==> config.mk <==
export PLATFORM = sky130hd
export DESIGN_NAME = pwm_8bit_flat
export DESIGN_NICKNAME = d
export VERILOG_FILES = /design/src/rtl/pwm_8bit_if.sv /design/src/rtl/pwm_8bit.sv /design/src/flat_wrapper.sv
export SDC_FILE = /design/constraint.sdc
export NUM_CORES = 1
export LEC_CHECK = 0
export ABC_AREA = 1
export CELL_PAD_IN_SITES_DETAIL_PLACEMENT = 0
export CELL_PAD_IN_SITES_GLOBAL_PLACEMENT = 2
export CORE_MARGIN = 2
export CORE_UTILIZATION = 33
export CTS_CLUSTER_SIZE = 24
export DETAILED_ROUTE_END_ITERATION = 8
export PLACE_DENSITY_LB_ADDON = 0.12
export SLEW_MARGIN = 20
export SYNTH_ARGS = -nofsm -noshare
export SYNTH_HDL_FRONTEND = slang
export SYNTH_SLANG_ARGS = --single-unit
==> constraint.sdc <==
create_clock -name clk -period 5.3 [get_ports clk]
set_clock_uncertainty 0.05 [all_clocks]
set_input_delay 1.325 -clock clk [delete_from_list [all_inputs] [get_ports clk]]
set_output_delay 1.325 -clock clk [all_outputs]
set_load 0.05 [all_outputs]
==> src/rtl/pwm_8bit_if.sv <==
// Control/output bundle for the 8-bit PWM generator: period and compare
// values in, registered PWM out.
interface pwm_8bit_if;
  logic [7:0] width;
  logic [7:0] cmp;
  logic       PWM;

  modport master (output width, output cmp, input PWM);
  modport slave  (input width, input cmp, output PWM);
endinterface

==> src/rtl/pwm_8bit.sv <==
// Free-running 8-bit PWM generator. Period and compare values are shadowed
// and reloaded only at the period boundary, so the output never glitches.
module pwm_8bit (
  input logic       clk,
  input logic       res,
  pwm_8bit_if.slave bus
);

  logic [7:0] cnt_r;
  logic [7:0] width_sh_r;
  logic [7:0] cmp_sh_r;
  logic       pwm_r;

  logic [7:0] cnt_next_s;
  logic [7:0] width_next_s;
  logic [7:0] cmp_next_s;
  logic       pwm_next_s;

  // Next-state: wrap and reload shadows at the boundary, otherwise count up.
  always_comb begin
    cnt_next_s   = cnt_r;
    width_next_s = width_sh_r;
    cmp_next_s   = cmp_sh_r;
    if (cnt_r == width_sh_r) begin
      cnt_next_s   = 8'd0;
      width_next_s = bus.width;
      cmp_next_s   = bus.cmp;
    end else begin
      cnt_next_s   = cnt_r + 8'd1;
      width_next_s = width_sh_r;
      cmp_next_s   = cmp_sh_r;
    end
    // Output uses post-edge counter and compare so it stays aligned with cnt.
    pwm_next_s = (cnt_next_s < cmp_next_s) ? 1'b1 : 1'b0;
  end

  // State registers with synchronous reset that aborts the current period.
  always_ff @(posedge clk) begin
    if (res) begin
      cnt_r      <= 8'd0;
      width_sh_r <= 8'd0;
      cmp_sh_r   <= 8'd0;
      pwm_r      <= 1'b0;
    end else begin
      cnt_r      <= cnt_next_s;
      width_sh_r <= width_next_s;
      cmp_sh_r   <= cmp_next_s;
      pwm_r      <= pwm_next_s;
    end
  end

  assign bus.PWM = pwm_r;

endmodule

==> src/flat_wrapper.sv <==
// flat-port wrapper written by rule: the top's interface ports become plain ports
module pwm_8bit_flat 
  (clk, res, bus_width, bus_cmp, bus_PWM);
  pwm_8bit_if bus_i ();
  input logic clk;
  input logic res;
  input wire logic [$bits(bus_i.width)-1:0] bus_width;
  input wire logic [$bits(bus_i.cmp)-1:0] bus_cmp;
  output wire logic [$bits(bus_i.PWM)-1:0] bus_PWM;
  assign bus_i.width = bus_width;
  assign bus_i.cmp = bus_cmp;
  assign bus_PWM = bus_i.PWM;
  pwm_8bit u_core (.clk(clk), .res(res), .bus(bus_i));
endmodule
==> summary.md, run 1 <==
| Metric | Value |
|---|---|
| Status | `complete, no violations` |
| Number of synthesis warnings | `0` |
| Main synth FF type | `dfxtp_1` |
| Initial DRC count | `18` |
| Core Rows | `22` |
| Cell taking the most area after synthesis | `dfxtp_1` |
| Worst path required time | `between 3 and 4 ns` |
| Share of cells above drive strength 1 | `0.114` |
| Clock-pin slew on the worst setup and hold paths | `~0.090 ns` |
| Hold Path Sink | `u_core.width_sh_r[5]$_SDFFE_PP0P_` |
| Slowest-stage cell, CP | `clkdlybuf4s50_1` |
| CTS Buf Count | `3` |
| Count leader, synth | `nand2_1` |
| Syn_area_per_cell | `7.69 um^2` |
| CP Depth | `1` |
| Remaining global-route overflow | `0` |
| Total power | `around 0.76 mW` |
| Critical Path Fanout Max | `1` |
| CTS Hold Bufs | `0` |
| CTS tree | `built` |
| Max_cap viols | `0` |
| Synth cell count leaders | `nand2_1, dfxtp_1, nor2_1` |
| Final Cycle Share | `0.520` |
| Root Driver | `clkbuf_8` |
| Setup ws final | `roughly 2.5 ns` |
| Nets | `approximately 210` |
| Post-CTS Setup Bufs | `0` |
| Input/output buffers | `18` |
| Sequential area share after synthesis | `0.387` |
| Post-Synthesis Cells | `roughly 170` |
| Worst Hold Depth | `2` |
| CP Class | `flip-flop to output pin` |
| Worst-Margin Slew | `0.681 ns` |
| RSZ-0062 raised after global routing | `no` |
| Die area | `0.00443 mm^2` |
| H-Tree Depth | `1` |
| Per-cell routed wire length | `~10 um` |
| Critical path endpoint category | `output pin` |
| First-pass GRT wire length | `between 4000 and 5000 um` |
| Mapped cell area | `between 0.001 and 0.0015 mm^2` |
| Vias in the first global route | `995` |
| Async set-reset flop share out of synthesis | `0` |
| Top cell type's share of synthesized area | `0.387` |
| Core area | `0.00372 mm^2` |
| Max Fclk | `roughly 360 MHz` |
| Routed via count | `1032` |
| Total GRT Usage | `0.129` |
| Fin crit period | `around 2.8 ns` |
| Fillers | `400` |
| Cell leakage power | `between 0.6 and 0.7 nW` |
| Post-Place Worst Slack | `2.35 ns` |
| Initial core utilization | `0.348` |
| WP data arrival | `around 1.4 ns` |
| DP HPWL | `1780 um` |
| Antenna cells | `0` |
| Setup TNS | `0 ns` |
| Worst min path class | `flip-flop to flip-flop` |
| Layout area overhead | `19.8%` |
| Later-pin clock latency in the skew report | `about 0.26 ns` |
| Antenna violations before repair | `0` |
| Pin count of the biggest net entering global routing | `24` |
| Pre-antenna DRT Iters | `4` |
| Final setup vio count | `0` |
| Min-delay src | `u_core.width_sh_r[5]$_SDFFE_PP0P_` |
| Chip Width | `approximately 67 um` |
| Cells on worst reg2reg path | `10` |
| Clk sinks | `25` |
| Reg2reg start | `u_core.cnt_r[2]$_SDFF_PP0_` |
| Max clock buf depth | `2` |
| Die Height | `66.6 um` |
| Post_cts resized | `0` |
| Yosys reg bits | `25` |
| Top post-synthesis cells by area | `dfxtp_1, nand2_1, ha_1` |
| Slew headroom | `0.545` |
| Delay-heaviest family, CP | `buffers and inverters` |
| Final design utilization | `0.417` |
| Yosys cell types | `25` |
| Drt via density | `around 4.4` |
| Final hold violation count | `0` |
| Worst r2r dst | `u_core.bus.PWM$_SDFF_PP0_` |
| Max Slew Vio Count | `0` |
| Synth Net Count | `~190` |
| R2R setup slack | `3.14 ns` |
| PwrDens | `approximately 500 mW/mm^2` |
| Routed WL | `2410 um` |
| CP cell instances | `clkdlybuf4s50_1` |
| DRC | `0` |
| Crit path largest cell delay | `~0.80 ns` |
| Maximum vdd drop | `about 270 uV` |
| Crit start category | `flip-flop` |
| GP Congestion | `0.708` |
| Bufs and invs on worst path | `1` |
| Number of synthesized flops with an enable pin | `0` |
| I/O pin count | `19` |
| ANT nets after route | `0` |
where the power goes:
part	internal, mW	leakage, nW	total (mW)	switching, mW
Sequential	0.239	0.205	0.265	0.0266
Combinational	0.154	0.440	0.386	0.232
Clock	0.0537	0.0228	0.112	0.0584
Total	0.447	0.668	0.764	0.317
metrics by stage:
step                hold slack (ns)  cells  instance area, um^2
floorplan                     0.394    168                 1290
global placement              0.405    229                 1500
detailed placement            0.416    229                 1500
CTS                           0.431    233                 1550
global route                  0.469    233                 1550
finish                        0.433    233                 1550
flip-flops by register name, indices dropped and copies added, names as in the netlist:
signal             cells
u_core.bus.PWM         1
u_core.cmp_sh_r        8
u_core.cnt_r           8
u_core.width_sh_r      8
worst max path at each step:
stage | startpoint | end | slack, ns
2_1_floorplan | bus_cmp[5] | u_core.bus.PWM$_SDFF_PP0_ | 3.12
6_report | u_core.bus.PWM$_SDFF_PP0_ | bus_PWM | 2.54
4_1_cts | u_core.bus.PWM$_SDFF_PP0_ | bus_PWM | 2.53
3_3_place_gp | res | u_core.width_sh_r[7]$_SDFFE_PP0P_ | 2.38
3_5_place_dp | res | u_core.width_sh_r[4]$_SDFFE_PP0P_ | 2.35
5_1_grt | res | u_core.width_sh_r[5]$_SDFFE_PP0P_ | 2.47
worst min-delay path: cells and delay by family, from the launching register on:
kind            cells  cell delay (ns)
buf+inv             1             0.07
flops               1             0.32
compound gates      1             0.05
cell type report:
class / instances / area (um^2) / share of cell area
multi-input combinational: 116 / 681 / 0.439
sequential: 25 / 500 / 0.323
timing repair buffer: 18 / 180 / 0.116
inverter: 22 / 82.6 / 0.0533
tap: 48 / 60.1 / 0.0388
clock buffer: 4 / 45.0 / 0.0291
layout by cell type (no fill, tap or decap), types with 2 or more instances in the layout:
cell type and count:
clkdlybuf4s50_1 18, mux2i_2 7, nor2_2 2, clkbuf_8 3
nand3_1 3, inv_1 18, dfxtp_1 25, xnor2_1 3
xor2_1 2, nor3_1 7, nor2_1 23, a21oi_1 8
nand2_1 35, o21ai_0 8, nor4_1 3, inv_2 4
ha_1 8
routing by layer:
metal / wire length [um] / part of all wire / global-route usage
met2: 1000 / 0.42 / 0.206
met3: 117 / 0.049 / 0.0355
met5: 0 / 0 / 0
met4: 23 / 0.0095 / 0.0306
met1: 1270 / 0.53 / 0.173
logic make-up after synthesis:
family / Yosys count / synth area share
muxes: 7 / 0.0745
buffers and inverters: 27 / 0.0862
and+or+nand+nor: 78 / 0.266
DFF: 25 / 0.387
xor gates and xnor gates: 5 / 0.0339
adders and majority gates: 8 / 0.0774
AOI/OAI and AO/OA: 18 / 0.0745
Power figures use the tool's default switching activity.
==> run 2: changes to the inputs <==
CORE_UTILIZATION = 30   (was 33)
clock period = 2.7 ns   (was 5.3 ns; I/O delays follow)
==> run 2 against run 1 <==
  * Cell count grew 1.3%
  * Register-to-register slack lost 2.6 ns
  * Wire length grew 6.9%
  * Sequential power grew 96%
  * Highest routed layer unchanged
  * First-iteration DRC count grew 44%
  * Clock power grew 99%
  * Worst hold slack lost 0.0074 ns
  * Global-route usage shrank 1.4 points
  * Largest power group unchanged
==> summary.md, run 2 (synthesis results as in run 1) <==
| Metric | Value |
|---|---|
| Cell internal pwr | `0.879 mW (+97%)` |
| Routed WL | `2580 um (+6.9%)` |
| Max_cap viols | `0 (unchanged)` |
| CTS Buf Count | `3 (unchanged)` |
| WP data arrival | `2.35 ns (+0.97 ns)` |
| First-pass GRT wire length | `4540 um (+4.8%)` |
| Critical Path Most Common Cell | `nand2_1` |
| Net Sw Power | `0.624 mW (+97%)` |
| Root Driver | `clkbuf_8` |
| CP Class | `flip-flop to flip-flop` |
| Initial DRC count | `26 (+8)` |
| Placed Cells | `232 (+1.3%)` |
| Fillers | `445 (+11%)` |
| Chip Width | `69.6 um (+4.6%)` |
| Input/output buffers | `18 (unchanged)` |
| Combinational Power Share | `0.505 (about the same)` |
| Met2 Track Usage GR | `0.174 (-0.0321)` |
| Status | `complete, no violations` |
| Pin count of the biggest net entering global routing | `24 (unchanged)` |
| H-Tree Depth | `1 (unchanged)` |
| CTS tree | `built` |
| Slowest-stage cell, CP | `dfxtp_1` |
| Post-CTS Setup Bufs | `0 (unchanged)` |
| Final Cycle Share | `0.813` |
| RSZ-0062 raised after global routing | `no` |
| CTS Hold Bufs | `0 (unchanged)` |
| Final instance area | `0.00156 mm^2 (+0.65%)` |
| Antenna violations before repair | `0 (unchanged)` |
| Largest registers | `u_core.cmp_sh_r: 8 flops, u_core.cnt_r: 8 flops, u_core.width_sh_r: 8 flops` |
| Clk sinks | `25 (unchanged)` |
| Critical Path Fanout Max | `23 (+22)` |
| Max Slew Vio Count | `0 (unchanged)` |
| Die area | `0.00485 mm^2 (+9.4%)` |
| Most Crowded Layer GR | `met2` |
| Bufs and invs on worst path | `1 (unchanged)` |
| Sequential share of power | `0.346 (-0.002)` |
| Pre-antenna DRT Iters | `4 (unchanged)` |
| Post_cts resized | `0 (unchanged)` |
| Antenna cells | `0 (unchanged)` |
| GP Congestion | `0.754 (+6.6%)` |
| Fin crit period | `between 2 and 2.5 ns` |
| Crit start category | `flip-flop` |
| Routed via count | `1022 (-0.97%)` |
| Commonest cells after routing, fill and taps aside | `nand2_1, dfxtp_1, nor2_1` |
| Critical path endpoint category | `flip-flop` |
| Initial core utilization | `0.316 (-0.0315)` |
| Per-cell routed wire length | `10.9 um (+5.5%)` |
| DP HPWL | `1950 um (+9.5%)` |
| Setup TNS | `0 ns (unchanged)` |
| Commonest non-fill, non-tap cell in the layout | `nand2_1` |
| CP cell instances | `nand2_1 -> nand2_1 -> nand2_1 -> nor2_2 -> nand2_4 -> inv_2 -> nor2_1 -> ha_1 -> a21oi_1 -> o211ai_1 -> a21oi_2` |
| GR met1 Demand/Resource | `0.167 (-0.00639)` |
| Core Rows | `23 (+4.5%)` |
| I/O pin count | `19 (unchanged)` |
| Final setup vio count | `0 (unchanged)` |
| Total power | `1.50 mW (+97%)` |
| Post-DP Area | `0.00151 mm^2 (+0.67%)` |
| Clock network fraction of total power | `0.149 (+0.002)` |
| Remaining global-route overflow | `0 (unchanged)` |
| Met3 GRT Util | `0.0203 (-0.0151)` |
| Crit path largest cell delay | `0.40 ns (-0.40 ns)` |
| Fin cells | `236 (+1.3%)` |
| PwrDens | `964 mW/mm^2 (+96%)` |
| Delay-heaviest family, CP | `simple AND/OR/NAND/NOR gates` |
| Slew headroom | `0.668 (+0.123)` |
| Worst min path class | `flip-flop to flip-flop` |
| Vias in the first global route | `954 (-4.1%)` |
| Switching Share | `0.415 (about the same)` |
| Cell leakage power | `0.673 nW (+0.72%)` |
| Layout area overhead | `20.6%` |
| DRC | `0 (unchanged)` |
| Max clock buf depth | `2 (unchanged)` |
| Nets | `213 (+0.47%)` |
| Die Height | `69.6 um (+4.6%)` |
| Final hold violation count | `0 (unchanged)` |
| Total GRT Usage | `0.116 (-0.0137)` |
| Later-pin clock latency in the skew report | `0.26 ns (about the same)` |
| Max Fclk | `456 MHz` |
| Clock-pin slew on the worst setup and hold paths | `0.09 ns (about the same)` |
| Maximum vdd drop | `475 uV (+77%)` |
| Hold WS | `0.425 ns (-0.00744 ns)` |
| Share of cells above drive strength 1 | `0.118 (+0.00477)` |
| Core area | `0.00409 mm^2 (+10%)` |
| ANT nets after route | `0 (unchanged)` |
| Drt via density | `4.33 (-2.2%)` |
| Worst path required time | `2.86 ns (-1.06 ns)` |
| Worst-Margin Slew | `0.496 ns (-0.185 ns)` |
[run 2: worst reg2reg max path, cell delays in order, from the launching register on]
cell and delay (ns):
dfxtp_1 0.40, nand2_1 0.07, nand2_1 0.07, nand2_1 0.07, nor2_2 0.17, nand2_4 0.22, inv_2 0.31, nor2_1 0.10
ha_1 0.30, a21oi_1 0.17, o211ai_1 0.11, a21oi_2 0.11
[run 2: final timing paths]
| path | from | endpoint | slack, ns | depth (start not counted) |
|---|---|---|---|---|
| hold reg to reg | u_core.width_sh_r[7]$_SDFFE_PP0P_ | u_core.width_sh_r[7]$_SDFFE_PP0P_ | 0.43 | 2 |
| setup / recovery | u_core.cnt_r[1]$_SDFF_PP0_ | u_core.bus.PWM$_SDFF_PP0_ | 0.50 | 11 |
| setup reg to reg | u_core.cnt_r[1]$_SDFF_PP0_ | u_core.bus.PWM$_SDFF_PP0_ | 0.50 | 11 |
| hold / removal | u_core.width_sh_r[7]$_SDFFE_PP0P_ | u_core.width_sh_r[7]$_SDFFE_PP0P_ | 0.43 | 2 |
[run 2: routing by layer]
layer | routed length [um] | vias to the layer above | share of wire
li1 | - | 569 | -
met1 | 1360 | 438 | 0.53
met2 | 1120 | 13 | 0.43
met3 | 80 | 2 | 0.031
met4 | 19 | 0 | 0.0074
met5 | 0 | - | 0
[run 2: power groups by stage]
stage / logic (mW) / registers (mW) / clock network (mW)
final: 0.759 / 0.520 / 0.223
after global routing: 0.873 / 0.534 / 0.255
after CTS: 0.776 / 0.522 / 0.236
after detailed placement: 0.774 / 0.529 / 0
after global placement: 0.764 / 0.529 / 0
after floorplan: 0.624 / 0.545 / 0
[run 2: layout make-up]
cell class	count	area (um^2)	area share
inverter	22	82.6	0.0530
clock buffer	4	45.0	0.0289
multi-input combinational	116	681	0.437
timing repair buffer	19	188	0.120
sequential	25	500	0.321
tap	50	62.6	0.0401
[run 2: metrics by stage]
stage               worst slack (ns)  utilization
floorplan                      0.823            -
detailed placement             0.501        0.370
finish                         0.505        0.382
CTS                            0.481        0.382
global route                   0.238        0.382
global placement               0.533        0.370
==> edit: new RTL, config.mk and constraints of run 2 <==
Register the input `res` before use. The logic sees it one clock later. The other inputs are not delayed to match.
--- a/src/rtl/pwm_8bit.sv
+++ b/src/rtl/pwm_8bit.sv
@@ -5,6 +5,12 @@
   input logic       res,
   pwm_8bit_if.slave bus
 );
+
+  logic res_q;
+
+  always_ff @(posedge clk) begin
+    res_q <= res;
+  end
 
   logic [7:0] cnt_r;
   logic [7:0] width_sh_r;
@@ -36,7 +42,7 @@
 
   // State registers with synchronous reset that aborts the current period.
   always_ff @(posedge clk) begin
-    if (res) begin
+    if (res_q) begin
       cnt_r      <= 8'd0;
       width_sh_r <= 8'd0;
       cmp_sh_r   <= 8'd0;
Formal check against the unedited RTL: not equivalent (Yosys sat finds a counterexample within 4 cycles, from zero or initial values).
==> edit against run 2 <==
Die area rose by 1.5%; power grew 22%; worst setup slack better by 0.013 ns; maximum frequency grew 0.57%; area after synthesis up 1.5%; largest cell class unchanged; final area rose by 2.1%; wire length is 1.5% higher; largest power group unchanged; sequential cell count grew 1.
==> edit: results (changes against run 2) <==
Parameter                              Value

Status
  Status    complete, no violations

Logic synthesis
  Post-synthesis async set-or-reset flop share    0% (unchanged)
  Number of unique standard cell types used by synthesis    25 (unchanged)
  Top cells by instance count after synthesis    sky130_fd_sc_hd__nand2_1, sky130_fd_sc_hd__dfxtp_1, sky130_fd_sc_hd__nor2_1, sky130_fd_sc_hd__inv_1
  Share of the synthesized area in compound gates (AO/OA/AOI/OAI)    7.34% (-0.11 points)
  Share of synthesized area spent on multiplexers    7.34% (-0.11 points)
  Sequential fraction of the synthesis area    39.7% (+0.93 points)
  Post-synth net total    195 (+0.52%)
  Adder-cell area share of the yosys netlist    7.63% (-0.12 points)
  Area share of xor/xnor cells in the synthesized design    3.34% (-0.052 points)
  Mapped Cells    169 (+0.60%)
  Largest cells by area after synthesis    sky130_fd_sc_hd__dfxtp_1, sky130_fd_sc_hd__nand2_1, sky130_fd_sc_hd__ha_1

Clock network
  Clock latency at the later pin of the worst-skew pair    0.27 ns
  Buffers from clock root to sink, at most    2 (unchanged)
  Depth of the CTS H-tree    1 (unchanged)
  Clock transition at path regs    0.09 ns (about the same)

Place
  DP HPWL    1960 um (+0.90%)
  Area post-placement    1540 um2 (+1.5%)
  Global placement routability congestion    0.831 (+10%)

Cells and area
  Share of layout cells above drive strength 1    12.3% (+0.47 points)
  N_diodes    0 (unchanged)
  Count of non-filler cells in the finished layout    239 (+1.3%)
  Net count of the finished layout    214 (+0.47%)

Detailed routing
  Number of iterations in the first detailed-routing pass    4 (unchanged)
  Violation count after the first detailed-routing iteration    28 (+7.7%)
  WL/cell    10.9 um (+0.24%)
  Average via count per standard cell    4.37 (+0.87%)

Worst setup path
  Peak fanout along the critical path    23 (unchanged)
  Worst R2R Start    u_core.cnt_r[1]
  Data arrival time of the critical path    2.35 ns (about the same)

GRT
  Wire length of the first global-routing pass    4630 um (+2.0%)
  Via count of the first global-routing pass    993 (+4.1%)
  Total routing usage reported by global routing    12.1% (+0.51 points)

Timing
  Slew at the pin closest to its max-slew limit    0.496 ns (-0.000285 ns)

Min path
  HP Start    u_core.width_sh_r[1]

Power
  Peak supply drop    0.449 mV (-5.5%)
  Static power due to leakage    0.687 nW (+2.1%)
## edit: cell count changes after synthesis
cell / change
sky130_fd_sc_hd__dfxtp_1: +1
## edit: critical path: cells and delay by family, from the launching register on
family                     cells  cell delay [ns]
buffers and inverters          1             0.30
adders and majority gates      1             0.29
DFF                            1             0.40
AOI/OAI and AO/OA              3             0.39
and+or+nand+nor                6             0.70
## edit: logic make-up (layout without fill, tap and decap cells)
| group | count (synthesis) | after routing |
|---|---|---|
| and+or+nand+nor | 78 | 78 |
| buffers and inverters | 27 | 45 |
| DFF | 26 | 26 |
| AOI/OAI and AO/OA | 18 | 18 |
| adders and majority gates | 8 | 8 |
| muxes | 7 | 7 |
| xor gates and xnor gates | 5 | 5 |
## edit: per-stage QoR
step / hold WS [ns] / setup slack [ns]
detailed placement: 0.415 / 0.486
finish: 0.428 / 0.518
CTS: 0.429 / 0.453
global route: 0.451 / 0.288
floorplan: 0.394 / 0.823
global placement: 0.404 / 0.482
## edit: area by class of cell
cell class	count	area, um2
clock buffers	4	55.1
inverters	22	82.6
flip-flops and latches	26	520
fillers	458	2700
repair buffers	19	188
multi-input cells	116	681
well taps	52	65.1
## edit: metal layers
metal	global-route usage [%]	vias up	wire (um)	share of wire (%)
met5	0	-	0	0
met2	17.8	18	1140	43
met3	2.60	5	95	3.6
met1	17.0	451	1330	51
met4	5.13	0	47	1.8
li1	-	570	-	-
## edit: final timing paths
kind,end,slack (ns),cells past startpoint
setup / recovery,u_core.bus.PWM,0.52,11
hold / removal,u_core.width_sh_r[1],0.43,2
setup reg to reg,u_core.bus.PWM,0.52,11
hold reg to reg,u_core.width_sh_r[1],0.43,2
## edit: power breakdown
part | switching [mW] | total, mW | internal, mW
combinational | 0.609 | 1.00 | 0.396
sequential | 0.0665 | 0.572 | 0.506
clock | 0.126 | 0.257 | 0.131
